<file path="config.mk">
export PLATFORM = sky130hd
export DESIGN_NAME = uart_tx_param
export DESIGN_NICKNAME = d
export VERILOG_FILES = /design/src/rtl/uart_tx_param.sv
export SDC_FILE = /design/constraint.sdc
export NUM_CORES = 1
export LEC_CHECK = 0
export BUFFER_PORTS_ARGS = -buffer_cell sky130_fd_sc_hd__buf_2
export CAP_MARGIN = 5
export CORE_ASPECT_RATIO = 1.4
export CORE_MARGIN = 10
export CORE_UTILIZATION = 35
export DETAILED_ROUTE_END_ITERATION = 10
export PLACE_DENSITY = 0.62
export SLEW_MARGIN = 20
export SYNTH_ARGS = -nofsm -noshare
export SYNTH_HDL_FRONTEND = slang
export SYNTH_SLANG_ARGS = --single-unit
</file>
<file path="constraint.sdc">
create_clock -name clk -period 1.7 [get_ports clk]
set_clock_uncertainty 0.15 [all_clocks]
set_input_delay 0.17 -clock clk [delete_from_list [all_inputs] [get_ports clk]]
set_output_delay 0.17 -clock clk [all_outputs]
set_load 0.01 [all_outputs]
</file>
<file path="src/rtl/uart_tx_param.sv">
// Parametrised UART transmitter: start bit, DATA_W data bits LSB first,
// optional even/odd parity, 1 or 2 stop bits, with an internal baud divider.
module uart_tx_param #(
    parameter int unsigned DATA_W       = 8,
    parameter int unsigned CLKS_PER_BIT = 16,
    parameter int unsigned PARITY_MODE  = 1,
    parameter int unsigned STOP_BITS    = 1
) (
    input  logic              clk,
    input  logic              rst,
    input  logic              tx_start,
    input  logic [DATA_W-1:0] tx_data,
    output logic              tx_out,
    output logic              tx_busy,
    output logic              tx_done
);

    localparam int unsigned BAUD_W = (CLKS_PER_BIT > 1) ? $clog2(CLKS_PER_BIT) : 1;
    localparam int unsigned BIT_W  = $clog2(DATA_W + 1);
    localparam logic [BAUD_W-1:0] BAUD_LAST = BAUD_W'(CLKS_PER_BIT - 1);
    localparam logic [BIT_W-1:0]  DATA_LAST = BIT_W'(DATA_W - 1);
    localparam logic [BIT_W-1:0]  STOP_LAST = BIT_W'(STOP_BITS - 1);

    typedef enum logic [2:0] {
        IDLE,
        START,
        DATA,
        PARITY,
        STOP
    } state_t;

    state_t              state, state_nx;
    logic [BAUD_W-1:0]   baud_cnt, baud_cnt_nx;
    logic [BIT_W-1:0]    bit_cnt, bit_cnt_nx;
    logic [DATA_W-1:0]   shreg, shreg_nx;
    logic                par_bit, par_bit_nx;
    logic                out_nx, busy_nx, done_nx;
    logic                bit_end;

    assign bit_end = (baud_cnt == BAUD_LAST);

    always_ff @(posedge clk or negedge rst) begin
        if (!rst) begin
            state    <= IDLE;
            baud_cnt <= '0;
            bit_cnt  <= '0;
            shreg    <= '0;
            par_bit  <= 1'b0;
            tx_out   <= 1'b1;
            tx_busy  <= 1'b0;
            tx_done  <= 1'b0;
        end else begin
            state    <= state_nx;
            baud_cnt <= baud_cnt_nx;
            bit_cnt  <= bit_cnt_nx;
            shreg    <= shreg_nx;
            par_bit  <= par_bit_nx;
            tx_out   <= out_nx;
            tx_busy  <= busy_nx;
            tx_done  <= done_nx;
        end
    end

    always_comb begin
        state_nx    = state;
        baud_cnt_nx = bit_end ? '0 : baud_cnt + 1'b1;
        bit_cnt_nx  = bit_cnt;
        shreg_nx    = shreg;
        par_bit_nx  = par_bit;
        out_nx      = tx_out;
        busy_nx     = tx_busy;
        done_nx     = 1'b0;

        case (state)
            IDLE: begin
                // Baud counter held at zero so every frame is aligned to its start edge.
                baud_cnt_nx = '0;
                out_nx      = 1'b1;
                busy_nx     = 1'b0;
                if (tx_start) begin
                    shreg_nx   = tx_data;
                    par_bit_nx = (PARITY_MODE == 2) ? ~(^tx_data) : ^tx_data;
                    bit_cnt_nx = '0;
                    state_nx   = START;
                    out_nx     = 1'b0;
                    busy_nx    = 1'b1;
                end
            end
            START: begin
                if (bit_end) begin
                    state_nx   = DATA;
                    bit_cnt_nx = '0;
                    out_nx     = shreg[0];
                end
            end
            DATA: begin
                if (bit_end) begin
                    if (bit_cnt == DATA_LAST) begin
                        bit_cnt_nx = '0;
                        if (PARITY_MODE != 0) begin
                            state_nx = PARITY;
                            out_nx   = par_bit;
                        end else begin
                            state_nx = STOP;
                            out_nx   = 1'b1;
                        end
                    end else begin
                        bit_cnt_nx = bit_cnt + 1'b1;
                        shreg_nx   = shreg >> 1;
                        out_nx     = shreg[1];
                    end
                end
            end
            PARITY: begin
                if (bit_end) begin
                    state_nx   = STOP;
                    bit_cnt_nx = '0;
                    out_nx     = 1'b1;
                end
            end
            STOP: begin
                // bit_cnt is reused here to count stop bits.
                if (bit_end) begin
                    if (bit_cnt == STOP_LAST) begin
                        state_nx   = IDLE;
                        bit_cnt_nx = '0;
                        busy_nx    = 1'b0;
                        done_nx    = 1'b1;
                    end else begin
                        bit_cnt_nx = bit_cnt + 1'b1;
                    end
                end
            end
            default: begin
                state_nx = IDLE;
                out_nx   = 1'b1;
                busy_nx  = 1'b0;
            end
        endcase
    end

endmodule

</file>
# Word level (Yosys, flattened, before mapping)
# Index checks and enable logic that the tools add are counted.
# W data, S select, Z words.
[classes]
add_sub_neg = 2
eq_ne = 15
n_mux = 34
bitwise_logic = 2
reduce_logical = 13
[op_table]
columns = ["operator", "count"]
rows = [
  ["$mux W4", 8],
  ["$mux W8", 3],
  ["$mux W3", 7],
  ["$ne A2 B2 Y1 const B", 8],
  ["$pmux W4 S4", 1],
  ["$pmux W8 S2", 1],
  ["$pmux W3 S5", 1],
  ["$mux W1", 11],
  ["$add A4 B1 Y4 const B", 2],
  ["$reduce_and A4 Y1", 2],
  ["$reduce_xor A8 Y1", 1],
  ["$reduce_and A7 Y1", 1],
  ["$eq A3 B2 Y1 const B", 2],
  ["$pmux W1 S5", 1],
  ["$reduce_and A5 Y1", 1],
  ["$eq A4 B3 Y1 const B", 1],
  ["$eq A4 B4 Y1 const B", 1],
  ["$logic_not A4 Y1", 1],
  ["$reduce_bool A4 Y1", 1],
  ["$eq A3 B1 Y1 const B", 1],
  ["$eq A3 B3 Y1 const B", 1],
  ["$logic_not A3 Y1", 1],
  ["$pmux W1 S3", 1],
  ["$reduce_and A3 Y1", 1],
  ["other kinds (6)", 7],
]
[totals]
regBits = 23
in_bits = 11
output_inout_bits = 3
elab_cells = 74

# Logic depth before layout (Yosys ltp)
# Gate-level depths: netlist of the first run.
[logic_depth]
word_depth = 4
depth_mapped = 6
depth_no_buf = 6

# Worst setup path after synthesis of the first run
# Ideal clock, no wire load.
[synth_path]
path_kind = "register to register"
startpoint = "register baud_cnt[0]"
endpoint = "register tx_out"
setup_time_ns = 0.093
t_arrival_ns = 1.455
required_ns = 1.457
path_slack_ns = 0.002
stages_incl_launch_ff = 7
path_buffers = 1
synth_period_minus_slack_ns = 1.698
cell_sequence = "dfrtp_1 ha_1 and3_1 clkbuf_1 or3_1 a21oi_1 a311oi_1"
[synth_between]
elab_chain_len = 3
elab_cells_between_ends = 5
cone_classes = "eq/ne: 4; reduce/logical: 1"
[synth_rtl]
columns = ["element", "line_no", "text"]
rows = [
  ["from (decl)", "33", "logic [BAUD_W-1:0] baud_cnt, baud_cnt_nx;"],
  ["from (signal assigned)", "54", "baud_cnt <= baud_cnt_nx;"],
  ["$eq A4 B4 Y1 (*)", "40", "assign bit_end = (baud_cnt == BAUD_LAST);"],
  ["$ne A2 B2 Y1 (no source line)", "-", ""],
  ["$reduce_and A4 Y1 (no source line) (*)", "-", ""],
  ["to (signal assigned)", "58", "tx_out <= out_nx;"],
  ["to (decl)", "13", "output logic tx_out,"],
]
# Every way passes the cells marked *; elsewhere a longest branch is shown, timed or not.
# A chain may end at the register's enable or synchronous reset.

# Worst setup path after layout of the first run
[layout_path]
startpoint = "register state[1]"
endpoint = "register bit_cnt[3]"
[layout_between]
elab_chain_len = 4
elab_cells_between_ends = 13
cone_classes = "eq/ne: 8; mux: 1; reduce/logical: 4"
[layout_rtl]
columns = ["element", "line_no", "text"]
rows = [
  ["from (decl)", "32", "state_t state, state_nx;"],
  ["from (signal assigned)", "53", "state <= state_nx;"],
  ["$eq A3 B2 Y1 or $eq A3 B1 Y1 (tied branches)", "74", "case (state)"],
  ["$reduce_or A2 Y1 (no source line)", "-", ""],
  ["$ne A2 B1 Y1 (no source line) or $reduce_bool A4 Y1 (tied branches)", "-", ""],
  ["$reduce_and A5 Y1 (no source line)", "-", ""],
  ["to (signal assigned)", "55", "bit_cnt <= bit_cnt_nx;"],
  ["to (decl)", "34", "logic [BIT_W-1:0] bit_cnt, bit_cnt_nx;"],
]
# Several ways; a longest one is shown, not always the timed one.

==> metrics.cfg, run 1 <==
[run_status]
outcome=finished clean

[synthesis]
yosysUniqueCellTypes=48
seq_area_frac_synth=0.416
ys_ff_latch=23
synth_edf_count=0
synth_flop_cell=dfrtp_1
syn_nets=149
synth_async_sr_flop_share=1.00
yosys.area.top_type=dfrtp_1
synth.top_cell.area_share=0.397
synthCells=135
synth.area.top_cells=dfrtp_1 (40%), mux2i_1 (6.5%), xnor2_1 (5.1%), a21oi_1 (4.7%), a31oi_1 (3.2%)
yosysWarningCount=0
avgSynthCellArea_um2=10.3
syn-cell-area_um2=1390

[global_route]
antenna_found_initial=0
grt_pass1_wl_mm=5.53
grt_usage=0.0953
grt_max_degree=24
gr-total-overflow=0
grt_pass1_vias=1237

[routing]
routedWlPerCell_um=15.5
postRouteAntennaNets=0
vias=1130
routed_wl_mm=3.21
drc_errors=0
drt_first_iter_violations=46
firstDrtPassIters=4
post_drt_via_cell_ratio=5.46

[cts]
clk_pin_slew_worst_paths_ns=0.08
cts_root_buf=clkbuf_8
cts.sinks=23
cts_made_buffers=3
cts_tree=yes
clock_latency_ns=0.26
clock_path_buffers=2
htreeDepth=1

[timing]
fmax_mhz=608
min_period_ns=1.64
period_share=0.967
relSlewSlack=0.652
timing.final.ws_setup_ns=0.0563
worst_slew_pin_slew_ns=0.522
slew_viol_final=0
hold_viol=0
rsz0062_at_grt=true
finalSetupViolations=0

[job]
drv_cap=0

[power]
p_total_mw=2.49
p_leak_nw=0.720
p_clk_frac=0.137
internal_power_mw=1.53
swShare=0.386
ir_worst_vdd_mv=0.801
switchingPower_mw=0.960
seqPwrFrac=0.394
combPwrFrac=0.468
power_density_nw_per_um2=1470

[floorplanning]
io_pins=14
dieWidth_um=73.2
core_um2=3880
num_rows=27
die_h_um=94.5
die_area_um2=6910
initial_core_util=0.357

[final_layout]
regArea_um2=577
fin_area_um2=1690
fillers=360
drive_gt1_frac=0.323
multi_input_area_um2=756
fin_nets=179
diodes=0
layout_common_cells=dfrtp_1 (22), buf_4 (16), buf_2 (13)
final_common_cell=dfrtp_1
areaGrowthSynthToFinish_pct=21.8

[hold_path]
worstHoldPathType=input pin to flip-flop
min_from=tx_start

[critical_path]
reg2reg_from=state[1]
critPathLaunch=state[1]
critical-path-top-delay-family=simple AND/OR/NAND/NOR gates
cpPeakStageDelay_ns=0.41
cp.required_ns=1.70
path_cells=buf_4 -> or3b_4 -> nor2_4 -> a2bb2oi_1 -> o2bb2ai_1
endpoint_kind=flip-flop
cp_slowest_cell=or3b_4
path_buf_inv=1
worstPathMaxFanout=6
worstSetupStartpointType=flip-flop
worst-setup-path-type=flip-flop to flip-flop
cp.arrival_ns=1.64

[placed_design]
dp_hpwl_mm=2.46
place_ws_ns=-0.0147
globalplace.congestion=0.879
io_buffers=13
dpl-instance-area_um2=1580

[logic make-up (layout without fill, tap and decap cells)]
logic type / after synthesis / in the layout / share of synthesized area
AOI/OAI and AO/OA: 38 / 38 / 0.188
and+or+nand+nor: 38 / 38 / 0.176
DFF: 23 / 23 / 0.416
buffers and inverters: 13 / 42 / 0.0550
muxes: 11 / 11 / 0.0812
xor gates and xnor gates: 9 / 9 / 0.0569
adders and majority gates: 3 / 3 / 0.0271
[metrics by stage]
step | hold WS [ns] | TNS, ns | std cells | util
final | 0.0958 | 0 | 207 | 0.434
after global routing | 0.116 | -0.0372 | 207 | 0.434
after CTS | 0.0904 | 0 | 204 | 0.424
after detailed placement | 0.0327 | -0.0229 | 199 | 0.407
after global placement | 0.0234 | 0 | 199 | 0.407
after floorplan | -0.276 | 0 | 135 | -
[state kept, by name (all words and copies together), names as in the netlist]
signal	count
bit_cnt	4
shreg	8
tx_out	1
tx_done	1
baud_cnt	4
par_bit	1
state	3
tx_busy	1
[layer usage]
metal | track usage | share of wire
met2 | 0.171 | 0.52
met3 | 0.0210 | 0.032
met1 | 0.109 | 0.43
met5 | 0 | 0
met4 | 0.0254 | 0.016
[tightest hold or removal path, delay by kind of cell]
family / cells / cell delay, ns
buffers and inverters: 1 / 0.12
AO/OA/AOI/OAI: 1 / 0.08
AND/OR/NAND/NOR: 1 / 0.09
[Yosys cell counts (2+ instances only)]
cell	instances
a21o_1	2
a21oi_1	13
a311oi_1	2
a31oi_1	7
buf_4	3
buf_6	2
clkbuf_1	2
dfrtp_1	22
ha_1	3
inv_1	4
mux2_2	2
mux2i_1	9
nand2_1	5
nand2b_1	3
nand3_1	2
nand4b_1	2
nor2_1	5
nor2b_1	3
nor3_1	3
o21ai_0	4
o2bb2ai_1	2
or3_1	2
xnor2_1	8
[layout make-up]
| cell class | count | share of cell area |
|---|---|---|
| multi-input combinational | 99 | 0.448 |
| sequential | 23 | 0.342 |
| timing repair buffer | 33 | 0.141 |
| tap | 43 | 0.0319 |
| clock buffer | 4 | 0.0267 |
| inverter | 5 | 0.0111 |
[timing repair]
action / 4_1_cts / 5_1_grt
gates resized for setup: 5 / 6
hold endpoints to repair: 22 / 0
setup buffers: 0 / 3
endpoints found under the setup margin: 4 / 13
hold buffers: 1 / 0
pin swaps: 0 / 3
cloned: 0 / 0
[final timing paths]
kind	cells past startpoint	slack (ns)	endpoint
setup reg to reg	5	0.06	bit_cnt[3]
hold reg to reg	2	0.34	par_bit
min in group asynchronous	2	0.26	baud_cnt[3]
hold / removal	3	0.1	par_bit
max in group asynchronous	2	0.78	tx_out
setup / recovery	5	0.06	bit_cnt[3]
[power by group through the flow]
stage	sequential (mW)	combinational (mW)	clock [mW]
final	0.981	1.16	0.342
after CTS	0.973	1.12	0.359
after floorplan	0.926	0.788	0
after global routing	1.01	1.30	0.378
after global placement	0.963	1.06	0
after detailed placement	0.982	1.10	0
No activity file was read; power rests on OpenSTA's default activity.
==> run 2: changes to the inputs <==
- CORE_ASPECT_RATIO: 1.4 -> 1.5
- SLEW_MARGIN: 20 -> default
==> run 2 against run 1 <==
  * Design area is 0.82% higher
  * Sequential share of layout area is 0.28 points lower
  * Final cell count is 0.48% higher
  * Global-route usage is 0.55 points lower
  * Maximum frequency is 0.46% lower
  * Combinational power hardly changed
  * First-iteration DRC count is 48% lower
==> metrics.cfg, run 2 (synthesis results as in run 1) <==
[run_status]
outcome=finished clean  ; unchanged

[job]
drv_cap=0  ; unchanged

[floorplanning]
die_area_um2=6930  ; was 6910 um2
die_h_um=97.1  ; was 94.5 um
dieWidth_um=71.4  ; was 73.2 um
num_rows=28  ; was 27
core_um2=3890  ; was 3880 um2
initial_core_util=0.356  ; was 0.357
io_pins=14  ; unchanged

[placed_design]
globalplace.congestion=0.871  ; was 0.879
io_buffers=13  ; unchanged
dp_hpwl_mm=2.45  ; was 2.46 mm
dp.cells=203  ; was 199
dpl-instance-area_um2=1600  ; was 1580 um2

[cts]
htreeDepth=1  ; unchanged
clk_pin_slew_worst_paths_ns=0.08  ; about the same
cts_made_buffers=3  ; unchanged
cts_tree=yes  ; unchanged
clock_path_buffers=2  ; unchanged
clock_latency_ns=0.27  ; was 0.26 ns
cts_root_buf=clkbuf_8  ; unchanged
cts_setup_buffers=0  ; unchanged
cts.sinks=23  ; unchanged

[timing]
fin_tns_setup_ns=0  ; unchanged
finalSetupViolations=0  ; unchanged
rsz0062_at_grt=true  ; unchanged
period_share=0.971  ; was 0.967
fin_hold_ws_ns=0.0760  ; was 0.0958 ns
slew_viol_final=0  ; unchanged
worst_slew_pin_slew_ns=0.532  ; was 0.522 ns
relSlewSlack=0.645  ; was 0.652
min_period_ns=1.65  ; was 1.64 ns
hold_viol=0  ; unchanged
fmax_mhz=606  ; was 608 MHz

[routing]
firstDrtPassIters=4  ; unchanged
postRouteAntennaNets=0  ; unchanged
routed_wl_mm=3.15  ; was 3.21 mm
routedWlPerCell_um=15.1  ; was 15.5 um
drt_first_iter_violations=24  ; was 46
post_drt_via_cell_ratio=5.42  ; was 5.46
vias=1128  ; was 1130
drc_errors=0  ; unchanged

[final_layout]
largest_reg_flops=8  ; unchanged
drive_gt1_frac=0.331  ; was 0.323
fin_area_um2=1700  ; was 1690 um2
fin_cells=208  ; was 207
fin_nets=178  ; was 179
diodes=0  ; unchanged
areaGrowthSynthToFinish_pct=22.7  ; was 21.8%
reg_top3=shreg x8, baud_cnt x4, bit_cnt x4  ; unchanged
final_common_cell=dfrtp_1  ; unchanged
layout_common_cells=dfrtp_1 (22), buf_4 (16), buf_2 (13)  ; unchanged
largest_register=shreg  ; unchanged
regArea_um2=577  ; unchanged
multi_input_area_um2=778  ; was 756 um2
fillers=376  ; was 360

[critical_path]
worst-setup-path-type=flip-flop to flip-flop  ; unchanged
cp_slowest_cell=dfrtp_1  ; was or3b_4
worstSetupStartpointType=flip-flop  ; unchanged
cp.arrival_ns=1.66  ; was 1.64 ns
path_cells=inv_1 -> ha_2 -> mux2_2 -> o311ai_2 -> o2111a_1 -> a21o_1  ; was buf_4 -> or3b_4 -> nor2_4 -> a2bb2oi_1 -> o2bb2ai_1
endpoint_kind=flip-flop  ; unchanged
worstPathMaxFanout=4  ; was 6
cpPeakStageDelay_ns=0.41  ; about the same
cp.required_ns=1.71  ; was 1.70 ns

[global_route]
grt_pass1_wl_mm=5.28  ; was 5.53 mm
grt_pass1_vias=1195  ; was 1237
grt_usage=0.0898  ; was 0.0953
antenna_found_initial=0  ; unchanged
grt_max_degree=24  ; unchanged
gr-total-overflow=0  ; unchanged

[power]
power_density_nw_per_um2=1480  ; was 1470 nW/um2
p_leak_nw=0.720  ; about the same
p_total_mw=2.51  ; was 2.49 mW
ir_worst_vdd_mv=0.603  ; was 0.801 mV

[hold_path]
worstHoldPathType=input pin to flip-flop  ; unchanged

## run 2: worst max-delay path, delay by kind of cell, from the launching register on
family,cells,cell delay [ns]
multiplexers,1,0.16
AO/OA/AOI/OAI,3,0.53
adder cells (fa/ha/maj),1,0.19
buffers and inverters,1,0.09
flip-flops,1,0.41
## run 2: per-stage QoR
stage	setup WS, ns	util
floorplan	0.00155	-
global placement	0.0406	0.411
detailed placement	-0.0355	0.411
CTS	0.0112	0.427
global route	-0.00746	0.438
finish	0.0487	0.438
## run 2: per-layer routing
layer / track usage / vias to the layer above / share of wire / routed length [um]
li1: - / 557 / - / -
met1: 0.0935 / 548 / 0.42 / 1320
met2: 0.159 / 18 / 0.53 / 1670
met3: 0.0215 / 5 / 0.033 / 103
met4: 0.0448 / 0 / 0.018 / 58
met5: 0 / - / 0 / 0
## run 2: final timing paths
| kind | from | endpoint | slack, ns | cells past startpoint |
|---|---|---|---|---|
| setup / recovery | bit_cnt[0] | bit_cnt[0] | 0.05 | 6 |
| hold / removal | tx_start | tx_out | 0.08 | 4 |
| setup reg to reg | bit_cnt[0] | bit_cnt[0] | 0.05 | 6 |
| hold reg to reg | par_bit | par_bit | 0.35 | 2 |
| max in group asynchronous | rst | tx_out | 0.78 | 2 |
| min in group asynchronous | rst | baud_cnt[1] | 0.26 | 2 |
## run 2: area by class of cell
class                      instances  share of cell area
multi-input combinational         99               0.457
sequential                        23               0.339
timing repair buffer              32               0.133
tap                               45              0.0331
clock buffer                       4              0.0265
inverter                           5              0.0110
## run 2: timing repair
action | CTS | global route
hold buffers | 1 | 0
hold endpoints to repair | 22 | 0
endpoints found under the setup margin | 2 | 10
resized for setup | 3 | 10
pin swaps | 0 | 3
## run 2: power breakdown
part           switching, mW  internal (mW)
combinational          0.584          0.596
sequential             0.208          0.778
clock                  0.181          0.168
==> run 3: changes to the inputs <==
- PLACE_DENSITY: 0.62 -> 0.6
- SKIP_LAST_GASP: default -> 1
- clock period: 1.7 -> 1.8 ns (I/O delays scaled with it)
==> run 3 against run 2 <==
  * Total power is 12% lower
  * Non-clock buffer count is 6 lower
  * Critical path depth is 1 lower
  * Sequential power is 3.4% lower
  * Count of clock-buffer cells in the layout stayed put
  * Maximum frequency is 4.4% lower
  * Design area is 5.4% lower
  * Worst setup slack better by 0.024 ns
  * First-iteration DRC count grew to 3.2 times the previous value
  * Sequential share of layout area is 2.0 points higher
  * Die area stayed put
  * Highest routed layer unchanged
==> metrics.cfg, run 3 (synthesis results as in run 1) <==
[run_status]
outcome=finished clean  ; unchanged

[power]
ir_worst_vdd_mv=0.741  ; was 0.603 mV
combPwrFrac=0.428  ; was 0.469
internal_power_mw=1.36  ; was 1.54 mW
p_total_mw=2.22  ; was 2.51 mW
switchingPower_mw=0.863  ; was 0.974 mW
p_leak_nw=0.678  ; was 0.720 nW
swShare=0.388  ; was 0.387
seqPwrFrac=0.428  ; was 0.392
power_density_nw_per_um2=1380  ; was 1480 nW/um2
p_clk_frac=0.144  ; was 0.139

[routing]
routed_wl_mm=3.03  ; was 3.15 mm
routedWlPerCell_um=15.0  ; was 15.1 um
postRouteAntennaNets=0  ; unchanged
vias=1127  ; was 1128
firstDrtPassIters=4  ; unchanged
drt_first_iter_violations=76  ; was 24
drc_errors=0  ; unchanged
post_drt_via_cell_ratio=5.58  ; was 5.42

[critical_path]
critical-path-top-delay-family=flip-flops  ; was compound AO/OA/AOI/OAI gates
path_buf_inv=0  ; was 1
cpPeakStageDelay_ns=0.42  ; was 0.41 ns
worst-setup-path-type=flip-flop to flip-flop  ; unchanged
cp_slowest_cell=dfrtp_1  ; unchanged
cp.required_ns=1.80  ; was 1.71 ns
critPathLaunch=bit_cnt[0]  ; unchanged
worstPathMaxFanout=6  ; was 4
worstSetupStartpointType=flip-flop  ; unchanged
endpoint_kind=flip-flop  ; unchanged
path_cells=ha_2 -> and3b_2 -> o21bai_4 -> nand2_1 -> mux2_2  ; was inv_1 -> ha_2 -> mux2_2 -> o311ai_2 -> o2111a_1 -> a21o_1
cp.arrival_ns=1.73  ; was 1.66 ns
reg2reg_from=bit_cnt[0]  ; unchanged

[cts]
cts_root_buf=clkbuf_8  ; unchanged
clock_latency_ns=0.26  ; was 0.27 ns
clk_pin_slew_worst_paths_ns=0.08  ; about the same
cts.sinks=23  ; unchanged
cts_made_buffers=3  ; unchanged
clock_path_buffers=2  ; unchanged
htreeDepth=1  ; unchanged
cts_tree=yes  ; unchanged

[floorplanning]
io_pins=14  ; unchanged
die_h_um=97.1  ; unchanged
initial_core_util=0.356  ; unchanged
core_um2=3890  ; unchanged
dieWidth_um=71.4  ; unchanged
num_rows=28  ; unchanged
die_area_um2=6930  ; unchanged

[timing]
period_share=0.960  ; was 0.971
relSlewSlack=0.650  ; was 0.645
worst_slew_pin_slew_ns=0.526  ; was 0.532 ns
slew_viol_final=0  ; unchanged
fin_tns_setup_ns=0  ; unchanged
hold_viol=0  ; unchanged
fin_hold_ws_ns=0.113  ; was 0.0760 ns
fmax_mhz=579  ; was 606 MHz
rsz0062_at_grt=false  ; was true
finalSetupViolations=0  ; unchanged
min_period_ns=1.73  ; was 1.65 ns

[global_route]
grt_usage=0.0859  ; was 0.0898
gr-total-overflow=0  ; unchanged
grt_pass1_wl_mm=5.09  ; was 5.28 mm
antenna_found_initial=0  ; unchanged
grt_max_degree=24  ; unchanged
grt_pass1_vias=1162  ; was 1195

[placed_design]
globalplace.congestion=0.867  ; was 0.871
dp_hpwl_mm=2.27  ; was 2.45 mm
io_buffers=13  ; unchanged

[job]
drv_cap=0  ; unchanged

[final_layout]
areaGrowthSynthToFinish_pct=16.2  ; was 22.7%
diodes=0  ; unchanged
fin_nets=172  ; was 178
reg_top3=shreg x8, baud_cnt x4, bit_cnt x4  ; unchanged
drive_gt1_frac=0.274  ; was 0.331
final_common_cell=dfrtp_1  ; unchanged
layout_common_cells=dfrtp_1 (21), buf_2 (13), a21oi_1 (12)  ; was dfrtp_1 (22), buf_4 (16), buf_2 (13)
largest_register=shreg  ; unchanged
largest_reg_flops=8  ; unchanged

[hold_path]
min_from=tx_data[1]  ; was tx_start
worstHoldPathType=input pin to flip-flop  ; unchanged

==> run 3: per-stage QoR <==
step | instances | setup WS, ns | util | area [um2]
floorplan | 135 | 0.102 | - | 1390
global placement | 196 | 0.0394 | 0.394 | 1530
detailed placement | 196 | 0.0114 | 0.394 | 1530
CTS | 201 | 0.0116 | 0.408 | 1590
global route | 202 | 0.00987 | 0.414 | 1610
finish | 202 | 0.0726 | 0.414 | 1610
==> run 3: routing by layer <==
metal	part of all wire	vias up	wire, um	GRT usage
li1	-	543	-	-
met1	0.46	547	1380	0.0995
met2	0.49	31	1470	0.140
met3	0.039	6	119	0.0245
met4	0.018	0	55	0.0404
met5	0	-	0	0
==> run 3: final cells by class <==
cell class | instances | area (um2)
tap | 45 | 56.3
multi-input combinational | 99 | 743
timing repair buffer | 26 | 169
clock buffer | 4 | 45.0
sequential | 23 | 578
inverter | 5 | 18.8
fill | 390 | 2280
==> run 3: worst paths after layout <==
check / slack, ns / to / depth (start not counted)
setup / recovery: 0.07 / shreg[7] / 5
hold / removal: 0.11 / shreg[1] / 3
setup reg to reg: 0.07 / shreg[7] / 5
hold reg to reg: 0.34 / par_bit / 2
max in group asynchronous: 0.85 / state[1] / 2
min in group asynchronous: 0.27 / bit_cnt[2] / 2
==> run 3: what timing repair did <==
action                                  4_1_cts  5_1_grt
pin swaps                                     1        1
endpoints found under the hold margin        22        0
cloned                                        0        0
gates resized for setup                       0        6
setup buffers                                 0        1
hold buffers                                  1        0
endpoints found under the setup margin        1       13
==> run 3: power groups by stage <==
stage	Clock (mW)	Combinational (mW)	Sequential, mW
floorplan	0	0.744	0.875
global placement	0	0.920	0.934
detailed placement	0	0.940	0.957
CTS	0.324	0.950	0.949
global route	0.349	1.06	0.983
finish	0.320	0.952	0.952
==> run 3: worst reg2reg max path: cells and delay by family (launching register included) <==
family | cells | cell delay (ns)
adder cells (fa/ha/maj) | 1 | 0.22
multiplexers | 1 | 0.27
AND/OR/NAND/NOR | 2 | 0.33
flip-flops | 1 | 0.42
AO/OA/AOI/OAI | 1 | 0.23
